### src/rtl/addsub_pkg.sv
// Shared types for the bit-serial add/subtract controller.
// FSM state encoding and operation mode constants.
package addsub_pkg;

    typedef enum logic [1:0] {
        IDLE = 2'd0,
        RUN  = 2'd1,
        DONE = 2'd2
    } state_t;

    localparam logic MODE_ADD = 1'b0;
    localparam logic MODE_SUB = 1'b1;

endpackage

### src/rtl/bit_addsub_cell.sv
// One-bit full adder / full subtractor selected by mode.
// Purely combinational; the controller owns the carry/borrow flop.
module bit_addsub_cell
    import addsub_pkg::*;
(
    input  logic a,
    input  logic b,
    input  logic cin,
    input  logic mode,
    output logic y,
    output logic cout
);

    logic w_x;

    assign w_x = a ^ b;
    assign y   = w_x ^ cin;

    always_comb begin
        if (mode == MODE_SUB) begin
            cout = (~a & b) | (cin & ~w_x);
        end else begin
            cout = (a & b) | (cin & w_x);
        end
    end

endmodule

### src/rtl/serial_addsub_ctrl.sv
// Bit-serial add/subtract controller: LSB-first, one cell step per clock.
// Result, carry/borrow and signed overflow are registered on DONE entry.
module serial_addsub_ctrl
    import addsub_pkg::*;
#(
    parameter int WIDTH = 8
) (
    input  logic             clk,
    input  logic             rst,
    input  logic             start,
    input  logic             mode,
    input  logic [WIDTH-1:0] a,
    input  logic [WIDTH-1:0] b,
    output logic             ready,
    output logic             busy,
    output logic             done,
    output logic [WIDTH-1:0] result,
    output logic             cout,
    output logic             ovf
);

    localparam int CW = (WIDTH > 2) ? $clog2(WIDTH) : 1;

    state_t           r_state;
    state_t           w_state_nxt;
    logic [WIDTH-1:0] r_a;
    logic [WIDTH-1:0] r_b;
    logic [WIDTH-1:0] r_acc;
    logic [WIDTH-1:0] w_acc_nxt;
    logic [CW-1:0]    r_cnt;
    logic             r_mode;
    logic             r_c;
    logic             w_y;
    logic             w_co;
    logic             w_last;
    logic [WIDTH-1:0] r_result;
    logic             r_cout;
    logic             r_ovf;

    bit_addsub_cell u_cell (
        .a    (r_a[0]),
        .b    (r_b[0]),
        .cin  (r_c),
        .mode (r_mode),
        .y    (w_y),
        .cout (w_co)
    );

    assign w_last    = (r_cnt == CW'(WIDTH - 1));
    assign w_acc_nxt = {w_y, r_acc[WIDTH-1:1]};

    always_comb begin
        w_state_nxt = r_state;
        unique case (r_state)
            IDLE:    if (start) w_state_nxt = RUN;
            RUN:     if (w_last) w_state_nxt = DONE;
            DONE:    w_state_nxt = IDLE;
            default: w_state_nxt = IDLE;
        endcase
    end

    always_ff @(posedge clk) begin
        if (rst) begin
            r_state  <= IDLE;
            r_a      <= '0;
            r_b      <= '0;
            r_acc    <= '0;
            r_cnt    <= '0;
            r_mode   <= MODE_ADD;
            r_c      <= 1'b0;
            r_result <= '0;
            r_cout   <= 1'b0;
            r_ovf    <= 1'b0;
        end else begin
            r_state <= w_state_nxt;
            unique case (r_state)
                IDLE: begin
                    if (start) begin
                        r_a    <= a;
                        r_b    <= b;
                        r_mode <= mode;
                        r_c    <= 1'b0;
                        r_cnt  <= '0;
                    end
                end
                RUN: begin
                    r_acc <= w_acc_nxt;
                    r_c   <= w_co;
                    r_a   <= r_a >> 1;
                    r_b   <= r_b >> 1;
                    r_cnt <= r_cnt + 1'b1;
                    // r_c still holds the carry/borrow into the MSB here
                    if (w_last) begin
                        r_result <= w_acc_nxt;
                        r_cout   <= w_co;
                        r_ovf    <= r_c ^ w_co;
                    end
                end
                default: ;
            endcase
        end
    end

    assign ready  = (r_state == IDLE);
    assign busy   = (r_state == RUN);
    assign done   = (r_state == DONE);
    assign result = r_result;
    assign cout   = r_cout;
    assign ovf    = r_ovf;

endmodule

### config.mk
export PLATFORM = sky130hd
export DESIGN_NAME = serial_addsub_ctrl
export DESIGN_NICKNAME = d
export VERILOG_FILES = /design/src/rtl/addsub_pkg.sv /design/src/rtl/bit_addsub_cell.sv /design/src/rtl/serial_addsub_ctrl.sv
export SDC_FILE = /design/constraint.sdc
export NUM_CORES = 1
export LEC_CHECK = 0
export BUFFER_PORTS_ARGS = -buffer_cell sky130_fd_sc_hd__clkbuf_2
export CAP_MARGIN = 20
export CORE_MARGIN = 5
export CORE_UTILIZATION = 56
export CTS_BUF_LIST = sky130_fd_sc_hd__clkbuf_2
export DETAILED_ROUTE_END_ITERATION = 16
export HOLD_SLACK_MARGIN = 0.05
export MAX_ROUTING_LAYER = met4
export PLACE_DENSITY = 0.88
export REMOVE_ABC_BUFFERS = 1
export SETUP_SLACK_MARGIN = 0.3
export SLEW_MARGIN = 30
export SYNTH_ARGS = -nofsm -noshare
export SYNTH_HDL_FRONTEND = slang
export SYNTH_SLANG_ARGS = --single-unit
### constraint.sdc
create_clock -name clk -period 3.3 [get_ports clk]
set_clock_uncertainty 0.2 [all_clocks]
set_input_delay 0.33 -clock clk [delete_from_list [all_inputs] [get_ports clk]]
set_output_delay 0.33 -clock clk [all_outputs]
set_load 0.05 [all_outputs]
Word level (Yosys, flattened, before mapping). Cells that the tools add are included.

Flip-flop bits (word level): 41. Output and inout port bits: 13. Bits of input ports: 20. Logic and storage cells: 45.

Add/subtract/negate cells: 1. Muxes and demuxes: 12. Equality and inequality tests: 5. Reduce and logical (&&, ||, !) cells: 6. Bitwise gates (word level): 11.

Operator list (count): $pmux W8 S2 (2); $mux W8 (2); $reduce_and A2 Y1 (4); $pmux W3 S2 (1); $and A1 B1 Y1 (4); $mux W2 (2); $pmux W2 S2 (1); $add A3 B1 Y3 const B (1); $eq A3 B3 Y1 const B (1); $mux W3 (1); $xor A1 B1 Y1 (3); $eq A2 B1 Y1 const B (1); $eq A2 B2 Y1 const B (1); $logic_not A2 Y1 (1); $mux W1 (2); $ne A2 B1 Y1 const B (1); $ne A2 B2 Y1 const B (1); $not A1 Y1 (2); $or A1 B1 Y1 (2); $pmux W1 S2 (1); $reduce_bool A2 Y1 (1).

Longest topological paths before layout. Gate-level depths: netlist of run 1.

Word-level depth: 6. Depth in mapped cells: 6. Gate-level depth less buffers: 5.

Modules after synthesis. From an unflattened synthesis of run 1, not the netlist that was laid out.

Cells, all modules: 184. Area total of the unflattened synthesis: 1755.4 um2.

Modules (own cells, without submodules): serial_addsub_ctrl (cells an instance 178, times used 1, area each 1694.1 um2); bit_addsub_cell (cells an instance 6, times used 1, area each 61.3 um2).

Worst setup path after synthesis of run 1. Ideal clock, no wire load.

Path type: register to output. Start: register r_state[1]. End: output port done. Data required time: 2770 ps. Setup slack: 1630 ps. Stages on the path, launching flop included: 3. Arrival: 1140 ps. Cell sequence: dfxtp_1 buf_4 nor2b_1.

Word-level cells in the longest chain between the ends: 1.

Ends and longest elaborated chain: start, declared (line serial_addsub_ctrl.sv:24) `state_t r_state;`; start signal, assigned (line serial_addsub_ctrl.sv:75) `r_state <= w_state_nxt;`; $eq A2 B2 Y1 (line serial_addsub_ctrl.sv:106) `assign done = (r_state == DONE);`; end, declared (line serial_addsub_ctrl.sv:16) `output logic done,`.

No other way between the ends.

Worst setup path after layout of run 1.
Start: register r_state[0]. End: output port busy.

Word-level cells in the longest chain between the ends: 1.

Ends and longest elaborated chain: $eq A2 B1 Y1 (line serial_addsub_ctrl.sv:105) `assign busy = (r_state == RUN);`; end, declared (line serial_addsub_ctrl.sv:15) `output logic busy,`.

No other way between the ends.

==> load_flow_metrics.sql, run 1 <==
INSERT INTO impl_metrics (metric_group, metric, value, unit) VALUES
('route', 'route.final.wire_length', '3.49', 'mm'),
('clocking', 'clk_root_buffer_cell', 'clkbuf_2', ''),
('yosys', 'yosysSeqAreaShare', '45.2', '%'),
('worst_setup_path', 'crit_path_start_kind', 'flop', ''),
('worst_setup_path', 'critical_path_start_end_classification', 'flop to output port', ''),
('worst_setup_path', 'critPathArrivalTime', '1.80', 'ns'),
('worst_setup_path', 'reg2reg_from', 'r_c', ''),
('clocking', 'clock_tree_from_tritoncts', 'built', ''),
('clocking', 'cts_sink_cnt', '40', ''),
('worst_setup_path', 'critPathRequiredTime', '2.77', 'ns'),
('yosys', 'synthDistinctLibCells', '33', ''),
('yosys', 'ys.warnings.count', '0', ''),
('pwr', 'netSwitchingPower', '0.000236', 'W'),
('layout', 'share_of_post_route_cells_with_drive_strength_above_1', '21.7', '%'),
('clocking', 'postCtsResizedCells', '0', ''),
('timing', 'final.min_clock_period', '2.33', 'ns'),
('timing', 'fin_ws', '0.971', 'ns'),
('yosys', 'postSynthRegisterBits', '40', ''),
('yosys', 'synth_async_sr_flop_share', '0', '%'),
('job', 'maximum_capacitance_violations', '0', ''),
('route', 'drt_pass1_iterations', '4', ''),
('placed_design', 'port_buffers', '32', ''),
('pwr', 'cellLeakagePower', '0.822', 'nW'),
('grt', 'grt_pass1_wl', '6.20', 'mm'),
('route', 'dr_total_vias', '1464', ''),
('timing', 'finalCritPeriodShare', '70.6', '%'),
('clocking', 'worst_setup_hold_path_clk_slew', '0.17', 'ns'),
('timing', 'slew_viol_final', '0', ''),
('route', 'post_drt_wl_per_cell', '12.3', 'µm'),
('layout', 'layout.filler_cells', '271', ''),
('layout', 'syn_to_final_growth', '16.5', '%'),
('clocking', 'tritoncts.num_buffers', '5', ''),
('timing', 'tns', '0', 'ns'),
('clocking', 'postCtsHoldBufs', '16', ''),
('yosys', 'postSynthAreaPerCell', '8.85', 'µm²'),
('layout', 'final_nets', '263', ''),
('floorplanning', 'die_outline_area', '4390', 'µm²'),
('pwr', 'power_frac_seq', '61.9', '%'),
('min_path', 'hold_path.class', 'input pin to flop', ''),
('timing', 'tightest_slew', '0.914', 'ns'),
('layout', 'num_antenna_cells', '0', ''),
('placed_design', 'pre_cts_slack', '1.41', 'ns'),
('yosys', 'dominantRegCellSynth', 'dfxtp_1', ''),
('outcome', 'run_status', 'finished clean', ''),
('yosys', 'synth_cells', '200', ''),
('timing', 'timing.slew.headroom', '39.1', '%'),
('floorplanning', 'rows', '20', ''),
('clocking', 'cts_post_setup_buffers_inserted', '0', ''),
('timing', 'final-hold-violation-count', '0', ''),
('floorplanning', 'dieWidth', '66.2', 'µm'),
('grt', 'grt_max_degree', '42', ''),
('route', 'drc', '0', ''),
('floorplanning', 'initial_core_util', '58.0', '%'),
('clocking', 'cts_max_path_buffers', '2', ''),
('pwr', 'swShare', '28.1', '%'),
('pwr', 'cellPowerDensity', '407', 'nW/µm²'),
('floorplanning', 'core_area', '3050', 'µm²'),
('clocking', 'clk_latency', '0.39', 'ns'),
('placed_design', 'dpl.hpwl', '2.13', 'mm'),
('grt', 'first_global_vias', '1381', ''),
('timing', 'grt_setup_unrepaired', 'false', ''),
('yosys', 'synth_edf_count', '0', ''),
('timing', 'whs', '0.0851', 'ns'),
('floorplanning', 'die_h', '66.2', 'µm'),
('route', 'route.antenna.remaining_nets', '0', ''),
('pwr', 'p_comb_share', '14.2', '%'),
('placed_design', 'placed_cell_count', '260', ''),
('worst_setup_path', 'critPathLaunch', 'r_state[0]', ''),
('yosys', 'netlist_area', '1770', 'µm²'),
('timing', 'setup_viol', '0', ''),
('pwr', 'cellInternalPower', '0.000604', 'W'),
('route', 'vias_per_cell', '5.15', ''),
('route', 'drt_iter0_markers', '95', ''),
('timing', 'fmax', '429', 'MHz'),
('min_path', 'timing.hold.worst.start', 'b[7]', ''),
('placed_design', 'place.gp.congestion', '0.769', ''),
('grt', 'track_usage', '18.8', '%'),
('worst_setup_path', 'critPathCaptureType', 'output port', ''),
('pwr', 'vdd_drop_max', '0.240', 'mV'),
('clocking', 'cts_htree_levels', '2', ''),
('pwr', 'clkPwrFrac', '23.9', '%'),
('floorplanning', 'design.portCount', '33', ''),
('worst_setup_path', 'critical_path_peak_fanout', '27', ''),
('grt', 'antenna_found_initial', '0', ''),
('layout', 'final_cell_count_no_fill', '284', ''),
('grt', 'grt_overflow', '0', '');
[power by group through the flow]
stage	Combinational (W)	Sequential, W	Clock (W)
after floorplan	0.0000701	0.000526	0
after global placement	0.000100	0.000529	0
after detailed placement	0.000103	0.000530	0
after CTS	0.000118	0.000520	0.000206
after global routing	0.000133	0.000524	0.000233
final	0.000119	0.000520	0.000201
[worst max-delay path, stage by stage, from the launching register on]
cell      delay, ns
dfxtp_1        0.58
nand2b_4       0.23
inv_4          0.28
clkbuf_2       0.33
[flip-flops by register name, summed over array words and instances, names as in the netlist, 2 cells and up]
name / flops
r_a: 8
r_acc: 7
r_b: 8
r_cnt: 3
r_state: 2
result: 8
[layout make-up]
class	instances	area, µm²	area share [%]
repair buffers	48	320	15.5
flip-flops and latches	40	801	38.8
clock buffers	5	25.0	1.21
multi-input cells	140	831	40.3
inverters	4	17.5	0.849
well taps	44	55.1	2.67
clock inverters	3	13.8	0.667
[cells in the final DEF, fill, tap and decap left out, types with 2 or more instances in the layout]
master         Yosys  final
a311oi_2          10     10
clkinv_2           0      2
nand2_1           56     56
nand3b_1           3      3
nor2_1            25     25
nor3_1             3      3
ha_1               2      2
a21oi_1           15     15
a311oi_1           4      4
fa_1               2      2
clkbuf_2           0     37
dfxtp_1           40     40
inv_1              3      3
a211oi_1           4      4
dlygate4sd3_1      0     16
a22oi_1            3      3
[metal layers]
layer	global-route usage [%]	vias to the layer above	part of all wire, %
li1	-	754	-
met1	21.2	674	45
met2	31.8	29	48
met3	5.10	7	4.3
met4	7.11	0	2.3
met5	-	-	0
[synthesized netlist by cell type, types with 2 or more instances]
cell / count / area share, %
a211oi_1: 4 / 1.7
fa_1: 2 / 2.3
buf_4: 5 / 2.1
nand2_1: 56 / 12
a311oi_2: 10 / 8.5
buf_2: 3 / 0.85
dfxtp_1: 40 / 45
nor2_1: 25 / 5.3
a22oi_1: 3 / 1.3
clkbuf_1: 3 / 0.64
inv_1: 3 / 0.64
ha_1: 2 / 1.4
nand3b_1: 3 / 1.3
buf_6: 3 / 1.9
nor3_1: 3 / 0.85
a311oi_1: 4 / 2.0
a21oi_1: 15 / 4.2
[path summary, 6_finish.rpt]
| kind | endpoint | slack, ns | cells past startpoint |
|---|---|---|---|
| setup / recovery | busy | 0.97 | 3 |
| hold / removal | r_b[7] | 0.09 | 4 |
| setup reg to reg | ovf | 1.44 | 5 |
| hold reg to reg | result[2] | 0.27 | 2 |
[per-stage QoR]
| stage | util [%] | area, µm² | total power [W] |
|---|---|---|---|
| after floorplan | - | 1650 | 0.000596 |
| after global placement | 61.1 | 1860 | 0.000630 |
| after detailed placement | 61.1 | 1860 | 0.000632 |
| after CTS | 67.6 | 2060 | 0.000843 |
| after global routing | 67.6 | 2060 | 0.000890 |
| final | 67.6 | 2060 | 0.000840 |
[logic make-up (layout without fill, tap and decap cells)]
logic type	count (synthesis)	after routing	synth area share (%)
muxes	1	1	0.565
adders and majority gates	4	4	3.67
DFF	40	40	45.2
AOI/OAI and AO/OA	42	42	20.6
buffers and inverters	20	60	7.84
and+or+nand+nor	93	93	22.0
No activity file was read; power rests on OpenSTA's default activity.
==> run 2: changes to the inputs <==
ABC_AREA = 1   (was not set)
CORE_UTILIZATION = 51   (was 56)
PLACE_DENSITY = 0.85   (was 0.88)
clock period = 1.9 ns   (was 3.3 ns; I/O delays follow)
==> load_flow_metrics.sql, run 2 <==
INSERT INTO impl_metrics (metric_group, metric, value, unit) VALUES
('placed_design', 'dpl.hpwl', '2.39', 'mm'),
('timing', 'grt_setup_unrepaired', 'true', ''),
('pwr', 'cellLeakagePower', '1.07', 'nW'),
('worst_setup_path', 'cp-endpoint', 'busy', ''),
('timing', 'tightest_slew', '0.430', 'ns'),
('worst_setup_path', 'critical_path_peak_fanout', '5', ''),
('yosys', 'synthDistinctLibCells', '24', ''),
('yosys', 'postSynthRegisterBits', '40', ''),
('pwr', 'cellPowerDensity', '689', 'nW/µm²'),
('yosys', 'synth_async_sr_flop_share', '0', '%'),
('floorplanning', 'core_area', '3360', 'µm²'),
('outcome', 'run_status', 'finished clean', ''),
('worst_setup_path', 'worst_r2r_path_depth', '7', ''),
('floorplanning', 'die_h', '69.2', 'µm'),
('worst_setup_path', 'reg2reg_from', 'r_state[0]', ''),
('route', 'drt_iter0_markers', '94', ''),
('grt', 'grt_overflow', '0', ''),
('timing', 'setup_viol', '0', ''),
('route', 'dr_total_vias', '1648', ''),
('placed_design', 'port_buffers', '32', ''),
('route', 'post_drt_wl_per_cell', '10.6', 'µm'),
('clocking', 'tritoncts.num_buffers', '5', ''),
('layout', 'most_common_cell_after_layout_fill_and_taps_aside', 'nand2_1', ''),
('job', 'maximum_capacitance_violations', '0', ''),
('pwr', 'power', '0.00157', 'W'),
('grt', 'grt_pass1_wl', '6.35', 'mm'),
('route', 'drc', '0', ''),
('timing', 'slew_viol_final', '0', ''),
('layout', 'num_antenna_cells', '0', ''),
('worst_setup_path', 'crit_path_start_kind', 'flop', ''),
('clocking', 'cts_max_path_buffers', '2', ''),
('route', 'vias_per_cell', '4.66', ''),
('yosys', 'yosysSeqAreaShare', '44.8', '%'),
('floorplanning', 'rows', '21', ''),
('timing', 'tns', '0', 'ns'),
('layout', 'commonest_non_fill_non_tap_cells_in_the_layout', 'nand2_1 (74), nor2_1 (40), clkbuf_2 (36), dfxtp_1 (35), inv_1 (25)', ''),
('timing', 'final.min_clock_period', '1.54', 'ns'),
('clocking', 'clock_tree_from_tritoncts', 'built', ''),
('yosys', 'synth_edf_count', '0', ''),
('layout', 'final_core_util', '67.9', '%'),
('route', 'route.antenna.remaining_nets', '0', ''),
('timing', 'fmax', '649', 'MHz'),
('clocking', 'clk_root_buffer_cell', 'clkbuf_2', ''),
('placed_design', 'place.gp.congestion', '0.857', ''),
('timing', 'finalCritPeriodShare', '81.1', '%'),
('grt', 'first_global_vias', '1462', ''),
('yosys', 'netlist_top_cells_count', 'nand2_1 (74), nor2_1 (41), dfxtp_1 (40)', ''),
('layout', 'syn_to_final_growth', '27.8', '%'),
('worst_setup_path', 'regToRegEndpoint', 'r_b[0]', ''),
('worst_setup_path', 'critPathLaunch', 'r_state[0]', ''),
('yosys', 'synth.top_cells.by_area', 'dfxtp_1 (45%), nand2_1 (16%), nor2_1 (8.6%), inv_1 (5.2%), a21oi_1 (4.5%)', ''),
('worst_setup_path', 'critPathRequiredTime', '1.51', 'ns'),
('grt', 'antenna_found_initial', '0', ''),
('floorplanning', 'design.portCount', '33', ''),
('timing', 'final-hold-violation-count', '0', ''),
('yosys', 'ys.warnings.count', '0', ''),
('worst_setup_path', 'rrSetupSlack', '0.40', 'ns'),
('clocking', 'worst_setup_hold_path_clk_slew', '0.19', 'ns'),
('yosys', 'synth.most_common_cell', 'nand2_1', ''),
('yosys', 'dominantRegCellSynth', 'dfxtp_1', ''),
('yosys', 'postSynthAreaPerCell', '7.12', 'µm²'),
('grt', 'track_usage', '16.7', '%'),
('route', 'drt_pass1_iterations', '4', ''),
('clocking', 'clk_latency', '0.39', 'ns'),
('layout', 'final_nets', '331', ''),
('worst_setup_path', 'critPathCaptureType', 'output port', ''),
('timing', 'timing.slew.headroom', '71.3', '%'),
('min_path', 'hold_path.class', 'flop to flop', ''),
('grt', 'grt_max_degree', '35', ''),
('worst_setup_path', 'critPathArrivalTime', '1.15', 'ns'),
('clocking', 'cts_sink_cnt', '40', ''),
('worst_setup_path', 'critical_path_start_end_classification', 'flop to output port', ''),
('clocking', 'cts_htree_levels', '2', ''),
('yosys', 'post-synth-top-area-cell', 'dfxtp_1', ''),
('yosys', 'synth_top_area_share', '44.8', '%'),
('yosys', 'netlist_area', '1790', 'µm²'),
('yosys', 'synth_cells', '251', ''),
('floorplanning', 'initial_core_util', '53.2', '%'),
('route', 'route.final.wire_length', '3.74', 'mm'),
('pwr', 'vdd_drop_max', '0.437', 'mV'),
('floorplanning', 'dieWidth', '69.2', 'µm'),
('floorplanning', 'die_outline_area', '4790', 'µm²'),
('layout', 'share_of_post_route_cells_with_drive_strength_above_1', '21.1', '%');
## run 2: what timing repair did
| action | CTS | global route |
|---|---|---|
| setup endpoints to repair | 6 | 11 |
| cloned | 0 | 0 |
| hold buffers | 19 | 0 |
| pin swaps | 1 | 2 |
| resized for setup | 10 | 9 |
| buffers inserted | 2 | 3 |
| hold endpoints to repair | 30 | 0 |
## run 2: cell type report
| class | count | area (µm²) |
|---|---|---|
| fillers | 301 | 1080 |
| inverters | 28 | 108 |
| multi-input cells | 171 | 805 |
| repair buffers | 61 | 464 |
| clock buffers | 7 | 35.0 |
| well taps | 46 | 57.6 |
| flip-flops and latches | 40 | 812 |
| clock inverters | 1 | 3.75 |
## run 2: kinds of logic after synthesis
kind of cell    Yosys count  synth area share [%]
compound gates           41                  12.8
flops                    40                  44.8
simple gates            126                  28.0
buf+inv                  40                  10.8
fa+ha+maj                 4                  3.64
## run 2: power breakdown
group          internal, W  switching (W)
combinational     0.000133       0.000172
sequential        0.000888      0.0000250
clock            0.0000985       0.000258
total              0.00112       0.000455
## run 2: worst min path at each step
stage          startpoint   endpoint  slack, ns  depth (start not counted)
5_1_grt         result[7]  result[7]       0.30                          2
3_5_place_dp         a[7]     r_a[7]       0.24                          3
2_1_floorplan         rst     r_a[7]       0.06                          1
6_report        result[7]  result[7]       0.28                          2
3_3_place_gp         b[7]     r_b[7]       0.23                          3
4_1_cts            r_a[7]     r_a[7]       0.28                          2
## run 2: critical path, stage by stage, from the launching register on
cell and delay [ns]:
dfxtp_4 0.42, inv_2 0.05, nor2_4 0.13, buf_8 0.16
## run 2: metrics by stage
stage,worst slack (ns),instance area [µm²],hold WS [ns],instances
floorplan,0.159,1700,0.0591,239
global route,0.283,2280,0.305,354
global placement,0.329,1970,0.228,322
CTS,0.306,2250,0.279,351
finish,0.359,2280,0.275,354
detailed placement,0.251,1970,0.235,322
## run 2: routing by layer
| layer | global-route usage [%] | routed length, µm |
|---|---|---|
| met5 | - | 0 |
| met4 | 9.54 | 83 |
| met3 | 3.33 | 136 |
| met2 | 26.5 | 1850 |
| met1 | 19.7 | 1670 |
==> run 3: changes to the inputs <==
clock period = 1.4 ns   (was 1.9 ns; I/O delays follow)
==> load_flow_metrics.sql, run 3 (same netlist as run 2, synthesis figures left out) <==
INSERT INTO impl_metrics (metric_group, metric, value, unit) VALUES
('timing', 'setup_viol', '18', ''),
('grt', 'grt_overflow', '0', ''),
('outcome', 'run_status', 'finished with violations', ''),
('layout', 'final_core_util', '85.2', '%'),
('timing', 'fmax', '623', 'MHz'),
('clocking', 'clk_latency', '0.45', 'ns'),
('placed_design', 'pre_cts_slack', '-0.120', 'ns'),
('clocking', 'worst_setup_hold_path_clk_slew', '0.19', 'ns'),
('route', 'vias_per_cell', '5.54', ''),
('layout', 'share_of_post_route_cells_with_drive_strength_above_1', '40.5', '%'),
('grt', 'antenna_found_initial', '0', ''),
('floorplanning', 'dieWidth', '69.2', 'µm'),
('layout', 'final_nets', '345', ''),
('worst_setup_path', 'rrSetupSlack', '-0.20', 'ns'),
('route', 'route.antenna.remaining_nets', '0', ''),
('timing', 'whs', '0.261', 'ns'),
('placed_design', 'placed_cell_count', '331', ''),
('layout', 'commonest_non_fill_non_tap_cells_in_the_layout', 'nand2_1 (64), nor2_1 (40), clkbuf_2 (25), dfxtp_1 (23), dlygate4sd3_1 (19)', ''),
('layout', 'syn_to_final_growth', '60.2', '%'),
('placed_design', 'dpl.hpwl', '2.56', 'mm'),
('layout', 'most_common_cell_after_layout_fill_and_taps_aside', 'nand2_1', ''),
('worst_setup_path', 'crit_path_max_incr_delay', '0.40', 'ns'),
('clocking', 'cts_sink_cnt', '40', ''),
('worst_setup_path', 'worstPathCellList', 'nor2_1, clkbuf_8', ''),
('floorplanning', 'die_h', '69.2', 'µm'),
('floorplanning', 'die_outline_area', '4790', 'µm²'),
('route', 'drt_pass1_iterations', '6', ''),
('grt', 'grt_max_degree', '35', ''),
('floorplanning', 'rows', '21', ''),
('grt', 'grt_pass1_wl', '8.71', 'mm'),
('clocking', 'tritoncts.num_buffers', '5', ''),
('timing', 'fin_ws', '-0.204', 'ns'),
('job', 'maximum_capacitance_violations', '0', ''),
('pwr', 'cellLeakagePower', '1.31', 'nW'),
('placed_design', 'place.gp.congestion', '0.789', ''),
('layout', 'num_antenna_cells', '0', ''),
('route', 'post_drt_wl_per_cell', '18.1', 'µm'),
('worst_setup_path', 'crit_path_start_kind', 'flop', ''),
('floorplanning', 'core_area', '3360', 'µm²'),
('layout', 'final_cell_count_no_fill', '367', ''),
('timing', 'timing.slew.headroom', '83.1', '%'),
('route', 'drc', '0', ''),
('worst_setup_path', 'critical-path-slowest-cell', 'dfxtp_4', ''),
('grt', 'first_global_vias', '1834', ''),
('timing', 'finalCritPeriodShare', '115', '%'),
('floorplanning', 'initial_core_util', '53.2', '%'),
('worst_setup_path', 'critPathArrivalTime', '1.26', 'ns'),
('worst_setup_path', 'worstPathBufferInverterCount', '1', ''),
('floorplanning', 'design.portCount', '33', ''),
('placed_design', 'port_buffers', '32', ''),
('timing', 'final-hold-violation-count', '0', ''),
('timing', 'slew_viol_final', '0', ''),
('timing', 'final.min_clock_period', '1.60', 'ns'),
('clocking', 'cts_htree_levels', '2', ''),
('pwr', 'vdd_drop_max', '0.768', 'mV'),
('min_path', 'hold_path.class', 'input pin to flop', ''),
('pwr', 'cellPowerDensity', '818', 'nW/µm²'),
('layout', 'layout.filler_cells', '174', ''),
('timing', 'tightest_slew', '0.253', 'ns'),
('route', 'route.final.wire_length', '6.66', 'mm'),
('worst_setup_path', 'critPathRequiredTime', '1.06', 'ns'),
('timing', 'grt_setup_unrepaired', 'true', ''),
('worst_setup_path', 'critical_path_peak_fanout', '3', ''),
('outcome', 'violations_in_the_final_reports', 'setup timing', ''),
('clocking', 'clock_tree_from_tritoncts', 'built', ''),
('worst_setup_path', 'critical_path_start_end_classification', 'flop to output port', ''),
('worst_setup_path', 'family_of_cells_with_the_greatest_summed_delay_on_the_critical_path', 'flip-flops', ''),
('worst_setup_path', 'critPathCaptureType', 'output port', ''),
('route', 'dr_total_vias', '2033', ''),
('route', 'drt_iter0_markers', '210', ''),
('clocking', 'clk_root_buffer_cell', 'clkbuf_2', ''),
('timing', 'tns', '-2.12', 'ns'),
('clocking', 'cts_max_path_buffers', '2', ''),
('grt', 'track_usage', '23.3', '%');
==> run 3: worst register-to-register path, stage by stage, from the launching register on <==
cell and delay [ns]:
dfxtp_2 0.42, ha_4 0.16, ha_4 0.14, nand3_4 0.14, inv_4 0.14, buf_12 0.15
nand2_4 0.06, a21oi_2 0.15
==> run 3: worst paths after layout <==
check,startpoint,endpoint,cells after the start
worst max-delay path,r_state[1],ready,2
worst min-delay path,mode,r_mode,4
worst max register to register,r_cnt[1],result[6],7
worst min register to register,r_b[7],r_b[7],2
==> run 3: per-layer routing <==
metal,track usage (%),routed length (µm),vias up
met5,-,0,-
met3,5.80,536,57
met4,9.76,474,0
met1,26.6,2440,925
met2,38.9,3210,140
li1,-,-,911
==> run 3: cell type report <==
cell class	count	area (µm²)	share of cell area, %
multi-input combinational	171	976	34.1
clock buffer	6	30.0	1.05
clock inverter	1	5.00	0.175
sequential	40	837	29.2
timing repair buffer	75	842	29.4
inverter	28	116	4.06
tap	46	57.6	2.01
==> run 3: report_power, final <==
group	total [W]	switching, W	internal, W
registers	0.00125	0.0000536	0.00120
clock network	0.000524	0.000406	0.000118
logic	0.000563	0.000319	0.000244
total	0.00234	0.000779	0.00156
==> run 3: what timing repair did <==
item | 4_1_cts | 5_1_grt
pin swaps | 9 | 11
setup buffers | 3 | 6
resized for setup | 70 | 54
cloned | 1 | 0
setup endpoints to repair | 53 | 53
hold buffers | 19 | 0
endpoints found under the hold margin | 36 | 0
==> run 3: through the flow <==
| stage | cell area [µm²] | total power [W] |
|---|---|---|
| after global routing | 2860 | 0.00245 |
| final | 2860 | 0.00234 |
| after detailed placement | 2100 | 0.00165 |
| after global placement | 2100 | 0.00164 |
| after floorplan | 1700 | 0.00150 |
| after CTS | 2630 | 0.00220 |
